### src/rtl/rv32i_mem_arbiter.sv
// rv32i_mem_arbiter: shares one memory port between fetch and load/store, data first with bounded fetch starvation; define ARB_TIMEOUT_EN to abort stalled accesses after TIMEOUT_CYCLES
module rv32i_mem_arbiter #(
  parameter int ADDR_W = 32,
  parameter int STARVE_LIMIT = 4,
  parameter int TIMEOUT_CYCLES = 64
) (
  input  logic              clk,
  input  logic              reset,
  input  logic              if_req_valid,
  input  logic [ADDR_W-1:0] if_req_addr,
  output logic              if_req_ready,
  output logic              if_rsp_valid,
  output logic [31:0]       if_rsp_data,
  output logic              if_rsp_err,
  input  logic              d_req_valid,
  input  logic              d_req_we,
  input  logic [3:0]        d_req_be,
  input  logic [ADDR_W-1:0] d_req_addr,
  input  logic [31:0]       d_req_wdata,
  output logic              d_req_ready,
  output logic              d_rsp_valid,
  output logic [31:0]       d_rsp_rdata,
  output logic              d_rsp_err,
  output logic              mem_req,
  output logic              mem_we,
  output logic [3:0]        mem_be,
  output logic [ADDR_W-1:0] mem_addr,
  output logic [31:0]       mem_wdata,
  input  logic              mem_gnt,
  input  logic              mem_rvalid,
  input  logic [31:0]       mem_rdata,
  input  logic              mem_err
);
  typedef enum logic [1:0] {IDLE, GRANT, WAIT, RESP} state_t;
  state_t state, state_nx;
  logic [3:0] starve_cnt;
  logic own_d, we_r, err_r;
  logic [3:0] be_r;
  logic [ADDR_W-1:0] addr_r;
  logic [31:0] wdata_r, rdata_r;
  logic f_force, d_win, f_win, accept, f_mis, d_st, tmo;
  assign f_force = if_req_valid && starve_cnt == 4'(STARVE_LIMIT);
  assign d_win = d_req_valid && !f_force;
  assign f_win = if_req_valid && !d_win;
  assign accept = state == IDLE && (d_win || f_win);
  assign f_mis = f_win && |if_req_addr[1:0];
  assign d_st = d_win && d_req_we;
`ifdef ARB_TIMEOUT_EN
  localparam int TW = $clog2(TIMEOUT_CYCLES + 1);
  logic [TW-1:0] tmo_cnt;
  // cycles spent in GRANT+WAIT, restarted by every accept
  always_ff @(posedge clk or posedge reset)
    if (reset) tmo_cnt <= '0;
    else tmo_cnt <= accept ? '0 : (state == GRANT || state == WAIT) ? tmo_cnt + TW'(1) : tmo_cnt;
  assign tmo = (state == GRANT || state == WAIT) && tmo_cnt == TW'(TIMEOUT_CYCLES - 1);
`else
  assign tmo = 1'b0 & (TIMEOUT_CYCLES == 0);
`endif
  // state register
  always_ff @(posedge clk or posedge reset)
    if (reset) state <= IDLE;
    else state <= state_nx;
  // next-state: misaligned fetches skip the memory, timeout overrides any handshake
  always_comb begin
    state_nx = state;
    case (state)
      IDLE:    state_nx = !accept ? IDLE : f_mis ? RESP : GRANT;
      GRANT:   state_nx = tmo ? RESP : mem_gnt ? WAIT : GRANT;
      WAIT:    state_nx = (tmo || mem_rvalid) ? RESP : WAIT;
      default: state_nx = IDLE;
    endcase
  end
  // fetch starvation counter: bumped by data wins over a waiting fetch, cleared by fetch wins
  always_ff @(posedge clk or posedge reset)
    if (reset) starve_cnt <= '0;
    else if (accept) starve_cnt <= f_win ? '0 : (if_req_valid && starve_cnt != 4'(STARVE_LIMIT)) ? starve_cnt + 4'd1 : starve_cnt;
  // latched request fields and registered response payload
  always_ff @(posedge clk or posedge reset)
    if (reset) begin
      own_d   <= 1'b0;
      we_r    <= 1'b0;
      be_r    <= '0;
      addr_r  <= '0;
      wdata_r <= '0;
      rdata_r <= '0;
      err_r   <= 1'b0;
    end else if (accept) begin
      own_d   <= d_win;
      we_r    <= d_st;
      be_r    <= d_st ? d_req_be : 4'hF;
      addr_r  <= {d_win ? d_req_addr[ADDR_W-1:2] : if_req_addr[ADDR_W-1:2], 2'b00};
      wdata_r <= d_st ? d_req_wdata : '0;
      rdata_r <= '0;
      err_r   <= f_mis;
    end else if (tmo) begin
      rdata_r <= '0;
      err_r   <= 1'b1;
    end else if (state == WAIT && mem_rvalid) begin
      rdata_r <= we_r ? '0 : mem_rdata;
      err_r   <= mem_err;
    end
  // outputs: readies only while idle, responses decoded from registered state
  always_comb begin
    d_req_ready  = state == IDLE && d_win;
    if_req_ready = state == IDLE && f_win;
    mem_req      = state == GRANT;
    mem_we       = mem_req && we_r;
    mem_be       = be_r;
    mem_addr     = addr_r;
    mem_wdata    = wdata_r;
    if_rsp_valid = state == RESP && !own_d;
    d_rsp_valid  = state == RESP && own_d;
    if_rsp_data  = if_rsp_valid ? rdata_r : '0;
    if_rsp_err   = if_rsp_valid && err_r;
    d_rsp_rdata  = d_rsp_valid ? rdata_r : '0;
    d_rsp_err    = d_rsp_valid && err_r;
  end
endmodule

### config.mk
export PLATFORM = sky130hd
export DESIGN_NAME = rv32i_mem_arbiter
export DESIGN_NICKNAME = d
export VERILOG_FILES = /design/src/rtl/rv32i_mem_arbiter.sv
export SDC_FILE = /design/constraint.sdc
export NUM_CORES = 1
export LEC_CHECK = 0
export ABC_AREA = 0
export CORE_MARGIN = 2
export CORE_UTILIZATION = 35
export CTS_CLUSTER_SIZE = 20
export DETAILED_ROUTE_END_ITERATION = 8
export PLACE_DENSITY = 0.81
export SKIP_LAST_GASP = 1
export SYNTH_ARGS = -nofsm -noshare
export SYNTH_HDL_FRONTEND = slang
export SYNTH_SLANG_ARGS = --single-unit
### constraint.sdc
create_clock -name clk -period 3.9 [get_ports clk]
set_clock_uncertainty 0.2 [all_clocks]
set_input_delay 0.78 -clock clk [delete_from_list [all_inputs] [get_ports clk]]
set_output_delay 0.78 -clock clk [all_outputs]
set_load 0.01 [all_outputs]
==> results summary, run 1 <==
The required time reported for the critical path endpoint came out at 2.92 ns. The max-cap violation count came out at 0. The signal arrival time at the worst endpoint came out at 2.62 ns.

The top fanout value on the critical path came out at 9. Synthesis inferred 107 register bits. The kind of capture point of the worst setup path is an output port.

The maximum number of pins on one net before global-route repair is 52. Leaving out fill and tap cells, the most frequent cells in the layout are sky130_fd_sc_hd__clkdlybuf4s50_1, sky130_fd_sc_hd__dfrtp_1, sky130_fd_sc_hd__and2_1. The worst IR drop on VDD came out at 0.3127 mV.

The die outline width is 123.1 um. Summed over all layers, the routed wires come to 16330 um. The number of hold-repair buffers added at the cts stage is 0. The deepest level of the CTS H-tree came out at 3. Counting I/O delays and the setup requirement, the final critical path takes 3.600 ns. The post-route netlist has 8.864% of its cells at a drive strength greater than 1. The initial antenna violation count was 0.

The first global-routing pass estimated 24660 um of wire. After synthesis, the netlist uses 44 different library cells. Global routing finished with a remaining overflow of 0. Adding up every negative setup slack in the final design gives 0 ns. After the first detailed-routing iteration, the DRC count stood at 307. The initial cell density of the core came out at 35.79%. The most used flip-flop cell after synthesis is sky130_fd_sc_hd__dfrtp_1. The via count of the first global-routing pass was 4843.

The worst setup path is of the in2out kind. In this run the standard cell core region covers 13880 sq um. The number of inserted diodes is 0.

The sequential fraction of the synthesis area is 53.89%. The worst hold path belongs to the class reg2reg. TritonCTS built the clock tree. STA classifies the critical path startpoint as a primary input. The fraction of synthesized cell area taken by the top area cell type came out at 53.89%.

The number of instances in the synthesized netlist came out at 468. The post-detailed-route wirelength per cell came out at 18.10 um. The post-placement cell area is 7816 sq um.

The overall track demand over capacity in global routing is 20.98%. The residual DRC count came out at 0. The die outline height came out at 123.1 um. The period utilization is 92.32%. Of all cell types, the one taking the most synthesized area is sky130_fd_sc_hd__dfrtp_1. The number of port buffers came out at 275. Setup repair after global routing left no endpoint under its margin.

The static leakage came out at 3.365 nW. The total of endpoints with negative setup slack in the final report came out at 0. The boundary pin count came out at 280. A synthesized cell averages 10.62 sq um.

The number of gates resized after CTS was 0. The final hold violation count came out at 0. The cell area after synthesis came out at 4969 sq um.

The setup fix buffers added after clock tree synthesis came out at 0. Leaving out fill and tap cells, the most frequent cell in the layout is sky130_fd_sc_hd__clkdlybuf4s50_1. In this run the core area contains 43 standard-cell rows. The half-perimeter wire length after detailed placement came out at 11920 um. The post-detailed-route count of antenna-violating nets came out at 0.

Using the TritonRoute via totals, the vias-per-cell ratio works out to 5.234. The last weighted congestion value of the routability-driven placer came out at 0.7827. The number of sinks handled by clock tree synthesis is 107. The filler cell count is 1160. The power density of the placed cells is 639.5 nW/um^2. The number of warnings printed during yosys synthesis is 0. The storage element area came out at 2678 sq um. After synthesis, the cell types taking the most area are sky130_fd_sc_hd__dfrtp_1, sky130_fd_sc_hd__and2_1, sky130_fd_sc_hd__a22o_1, sky130_fd_sc_hd__a22o_2, sky130_fd_sc_hd__a31oi_1. The utilization after layout is 58.39%. Headroom to the max-slew limit came out at 15.87%. For the pin with the worst max-slew slack, the measured transition is 1.262 ns.

The buffer depth of the longest clock path is 2. The run finished with clean final reports. The total number of nets in the final design is 859.

Counting flops with a built-in enable in the synthesized netlist gives 0. The post-CTS clock slew at the launch and capture registers of the worst setup and hold paths came out at 0.07 ns. The share of async-settable or async-resettable flops after synthesis came out at 100.0%. The first-pass iteration count of the detailed router is 5. The total via count in the routed design came out at 4721.

The final cell area excluding filler cells came out at 8105 sq um. The die outline area came out at 15160 sq um. Counting the buffers created by CTS gives 9. Clock tree synthesis selected as its root buffer the cell sky130_fd_sc_hd__clkbuf_16. The layout overhead on the synthesized area came out at 63.13%. The number of max-slew violations in the final report came to 0. The insertion delay of the later-clocked pin in the worst-skew pair came out at 0.35 ns. The highest achievable clock rate is 0.2777 GHz.

The multi-input combinational cells in the finished layout cover a total of 2029 sq um.
## final cells by class
type | instances | share of cell area (%)
clock inverter | 6 | 0.6175
sequential | 107 | 33.03
multi-input combinational | 305 | 25.04
inverter | 7 | 0.3550
clock buffer | 10 | 2.948
timing repair buffer | 287 | 35.23
tap | 180 | 2.779
## registers in the layout, summed over array words and instances (netlist names)
| name | cells |
|---|---|
| mem_addr | 30 |
| rdata_r | 32 |
| we_r | 1 |
| starve_cnt | 4 |
| mem_wdata | 32 |
| mem_be | 4 |
| state | 2 |
| own_d | 1 |
| err_r | 1 |
## per-layer routing
metal / GRT usage, % / wire length (um) / vias up
met1: 23.72 / 6250 / 2283
met5: 0 / 0 / -
met4: 9.233 / 395 / 0
li1: - / - / 2191
met2: 37.60 / 8405 / 216
met3: 4.797 / 1274 / 31
## worst max-delay path: stages
cell and delay (ns):
sky130_fd_sc_hd__clkdlybuf4s50_1 0.58, sky130_fd_sc_hd__or3b_1 0.51, sky130_fd_sc_hd__a21oi_1 0.17, sky130_fd_sc_hd__clkdlybuf4s50_1 0.57
## power by group
| group | internal (W) | switching (W) |
|---|---|---|
| combinational | 0.00128 | 0.00104 |
| clock | 0.000457 | 0.000425 |
| sequential | 0.00163 | 0.000358 |
| total | 0.00337 | 0.00182 |
## path summary, 6_finish.rpt
check / startpoint / cells after the start / slack [ns] / endpoint
max: if_req_valid / 4 / 0.30 / if_req_ready
min: mem_wdata[6]$_DFFE_PP0N_ / 1 / 0.31 / mem_wdata[6]$_DFFE_PP0N_
max reg2reg: state[0]$_DFF_PP0_ / 3 / 1.57 / rdata_r[4]$_DFFE_PP0P_
min reg2reg: mem_wdata[6]$_DFFE_PP0N_ / 1 / 0.31 / mem_wdata[6]$_DFFE_PP0N_
max in group asynchronous: reset / 3 / 2.08 / mem_addr[8]$_DFFE_PP0N_
min in group asynchronous: reset / 2 / 0.71 / mem_be[1]$_DFFE_PP0N_
## cells by family after synthesis
group | share of synthesized area [%]
and+or+nand+nor | 15.44
buffers and inverters | 5.389
muxes | 0.2015
other | 0.07548
AOI/OAI and AO/OA | 24.50
DFF | 53.89
adders and majority gates | 0.5036
## per-stage QoR
stage / total power (W) / instances / hold slack, ns / worst slack (ns)
floorplan: 0.003088 / 469 / 0.2629 / 0.1028
global placement: 0.004224 / 886 / 0.2903 / 0.3292
detailed placement: 0.004325 / 886 / 0.2924 / 0.3040
CTS: 0.005244 / 902 / 0.3110 / 0.2823
global route: 0.005527 / 902 / 0.3278 / 0.2359
finish: 0.005184 / 902 / 0.3059 / 0.2995
## synth_stat cells, drive strengths merged (2+ instances only)
cell      n
a211o     2
a21o      3
a21oi    32
a22o     64
a31oi    31
and2     67
and3      2
buf      20
clkbuf   30
dfrtp   107
ha        2
inv       7
nand2     6
nand3    32
nor2      4
o21ai    33
o22a      4
or3       2
or3b      2
No activity file was read; power rests on OpenSTA's default activity.
==> run 2, diff against run 1 <==
--- a/config.mk
+++ b/config.mk
@@ -10,7 +10,8 @@
 export CORE_UTILIZATION = 35
 export CTS_CLUSTER_SIZE = 20
 export DETAILED_ROUTE_END_ITERATION = 8
-export PLACE_DENSITY = 0.81
+export PLACE_DENSITY = 0.75
+export REMOVE_ABC_BUFFERS = 1
 export SKIP_LAST_GASP = 1
 export SYNTH_ARGS = -nofsm -noshare
 export SYNTH_HDL_FRONTEND = slang
==> results summary, run 2 (same netlist as run 1, synthesis figures left out) <==
The library cell used most frequently in the layout, excluding fill and tap cells, is sky130_fd_sc_hd__clkdlybuf4s50_1. The required time reported for the critical path endpoint is 2.92 ns. The highest achievable clock rate is 0.2894 GHz. The post-detailed-route wirelength per cell came out at 17.77 um. The post-cts sizing count is 0. Counting the fill cells in the layout gives 1188.

The number of sinks handled by clock tree synthesis came out at 107. The number of inserted diodes is 0. The multi-input combinational cells in the finished layout cover a total of 2029 sq um. The number of hold-repair buffers added at the cts stage is 0. The via count of the first global-routing pass came out at 4601. Counting tap cells, the placed design contains a total of 883 instances.

The last weighted congestion value of the routability-driven placer is 0.7549. The max-cap violation count is 0. The first-pass iteration count of the detailed router came out at 4. The overflow left after global routing came out at 0. The die outline area came out at 15160 sq um. TritonCTS built the clock tree. The run finished with clean final reports. The number of port buffers came out at 275. The deepest level of the CTS H-tree came out at 3. The number of core rows came out at 43. The final cell area excluding filler cells came out at 8085 sq um. The setup check on the worst reg-to-reg path leaves a slack of 1.09 ns. For this design the static power due to leakage is 3.353 nW.

Counting stages on the worst path, the most repeated cell is sky130_fd_sc_hd__clkdlybuf4s50_1. The final critical path takes up 88.59% of the cycle. The total of endpoints with negative setup slack in the final report is 0. The signal arrival time at the worst endpoint is 2.47 ns. The worst reg-to-reg path cell count came out at 6. The die outline width is 123.1 um. The via count normalized by instance count is 5.203. The kind of path behind the tightest hold check is reg2reg. For this run, the post-layout net count is 856. The startpoint identified for the worst hold timing path is we_r$_DFFE_PP0N_. The worst IR drop on VDD is 0.3405 mV.

The half-perimeter wire length after detailed placement is 11500 um. No sink is reached through more buffers than the 2 on the longest clock path. The worst max-slew margin expressed relative to the limit came out at 12.14%. The post-detailed-route count of antenna-violating nets is 0.

Clock tree synthesis selected as its root buffer the cell sky130_fd_sc_hd__clkbuf_16. The switching share of total power is 34.41%. The clock network burns 17.4% of the power. The biggest cell delay along the critical path came out at 0.59 ns. Counting instances, the worst hold path has a depth of 1. The final critical-path required period came out at 3.455 ns.

The worst min-delay path endpoint is we_r$_DFFE_PP0N_. The residual DRC count is 0. The type of the worst setup path is in2out. The share of post-route cells with drive strength above 1 is 8.357%. The overall track demand over capacity in global routing is 20.74%. The die is 123.1 um tall. The setup fix buffers added after clock tree synthesis is 0. Walking the worst path, the cells encountered are clkdlybuf4s50_1 > or3b_1 > a21oi_1 > clkdlybuf4s50_1.

The boundary pin count came out at 280. Registers take 2678 sq um. The area of the core came out at 13880 sq um. The power density of the placed cells came out at 641.1 nW/um^2. The number of non-filler instances in the completed layout is 898.

The kind of capture point of the worst setup path is an output port. The design internal power came out at 0.003400 W. The setup total negative slack came out at 0 ns. The area growth from synthesis to layout is 62.73%.

The reg-to-reg endpoint is mem_wdata[21]$_DFFE_PP0N_. The number of max-slew violations in the final report is 0. The maximum number of pins on one net before global-route repair came out at 63. Setup repair after global routing left no endpoint under its margin.

At the pin with the least slew margin, the transition time is 1.316 ns. The worst setup path is launched from a primary input. The startpoint identified for the worst register-to-register timing path is starve_cnt[0]$_DFFE_PP0P_. The post-placement cell area is 7794 sq um.

Buffers inserted during clock tree synthesis total 9. In the layout the commonest cells are sky130_fd_sc_hd__clkdlybuf4s50_1, sky130_fd_sc_hd__dfrtp_1, sky130_fd_sc_hd__and2_1. For this design the total switching power over the nets is 0.001784 W.

The initial antenna violation count came out at 0. The total via count in the routed design came out at 4672. Along the worst path, the maximum fanout reaches 7. The final layout contains routed wiring with a total length of 15960 um. The initial cell density of the core is 35.79%. After the first detailed-routing iteration, the DRC count stood at 307.

At the later pin of the worst-skew pair, clock insertion delay measures 0.35 ns. The slowest stage of the critical path is the sky130_fd_sc_hd__clkdlybuf4s50_1 cell. After clock tree synthesis, the clock-pin slew on the worst setup and hold paths is 0.07 ns. The proportion of power drawn by combinational gates came out at 44.3%. The wire length of the first global-routing pass is 24230 um.

The total chip power is 0.005184 W. The final hold violation count is 0. The sequential group share of total power is 38.3%.
-- run 2: routing by layer --
| layer | up-vias | part of all wire [%] | track usage [%] |
|---|---|---|---|
| li1 | 2184 | - | - |
| met1 | 2289 | 40 | 25.07 |
| met2 | 182 | 50 | 35.75 |
| met3 | 17 | 7.5 | 4.889 |
| met4 | 0 | 1.6 | 7.955 |
| met5 | - | 0 | 0 |
-- run 2: how the worst max path moves through the flow --
stage	start	to	slack, ns
floorplan	reset	err_r$_DFFE_PP0P_	0.10
global placement	if_req_valid	if_req_ready	0.42
detailed placement	d_req_valid	mem_addr[10]$_DFFE_PP0N_	0.39
CTS	state[0]$_DFF_PP0_	d_rsp_rdata[19]	0.41
global route	state[0]$_DFF_PP0_	d_rsp_rdata[8]	0.26
finish	if_req_valid	if_req_ready	0.45
-- run 2: worst max-delay path, delay by kind of cell --
kind	cells	cell delay [ns]
and+or+nand+nor	1	0.39
AOI/OAI and AO/OA	1	0.13
buffers and inverters	2	1.17
-- run 2: power groups by stage --
stage                     combinational [W]  sequential (W)  clock [W]
final                               0.00229         0.00199   0.000903
after global routing                0.00248         0.00205   0.000976
after CTS                           0.00232         0.00198   0.000929
after detailed placement            0.00231         0.00200          0
after global placement              0.00226         0.00197          0
after floorplan                    0.000918         0.00207          0
-- run 2: final cells by class --
cell class | count | area share, %
inverter | 7 | 0.3559
sequential | 107 | 33.12
timing repair buffer | 284 | 35.04
clock inverter | 6 | 0.8202
clock buffer | 9 | 2.786
tap | 180 | 2.786
multi-input combinational | 305 | 25.10
-- run 2: through the flow --
| stage | utilization, % | worst slack (ns) | hold WS (ns) |
|---|---|---|---|
| 6_report | 58.25 | 0.4450 | 0.2917 |
| 5_1_grt | 58.25 | 0.2640 | 0.3072 |
| 4_1_cts | 58.25 | 0.4131 | 0.2955 |
| 3_5_place_dp | 56.15 | 0.3926 | 0.2790 |
| 3_3_place_gp | 56.15 | 0.4226 | 0.2806 |
| 2_1_floorplan | - | 0.1028 | 0.2636 |
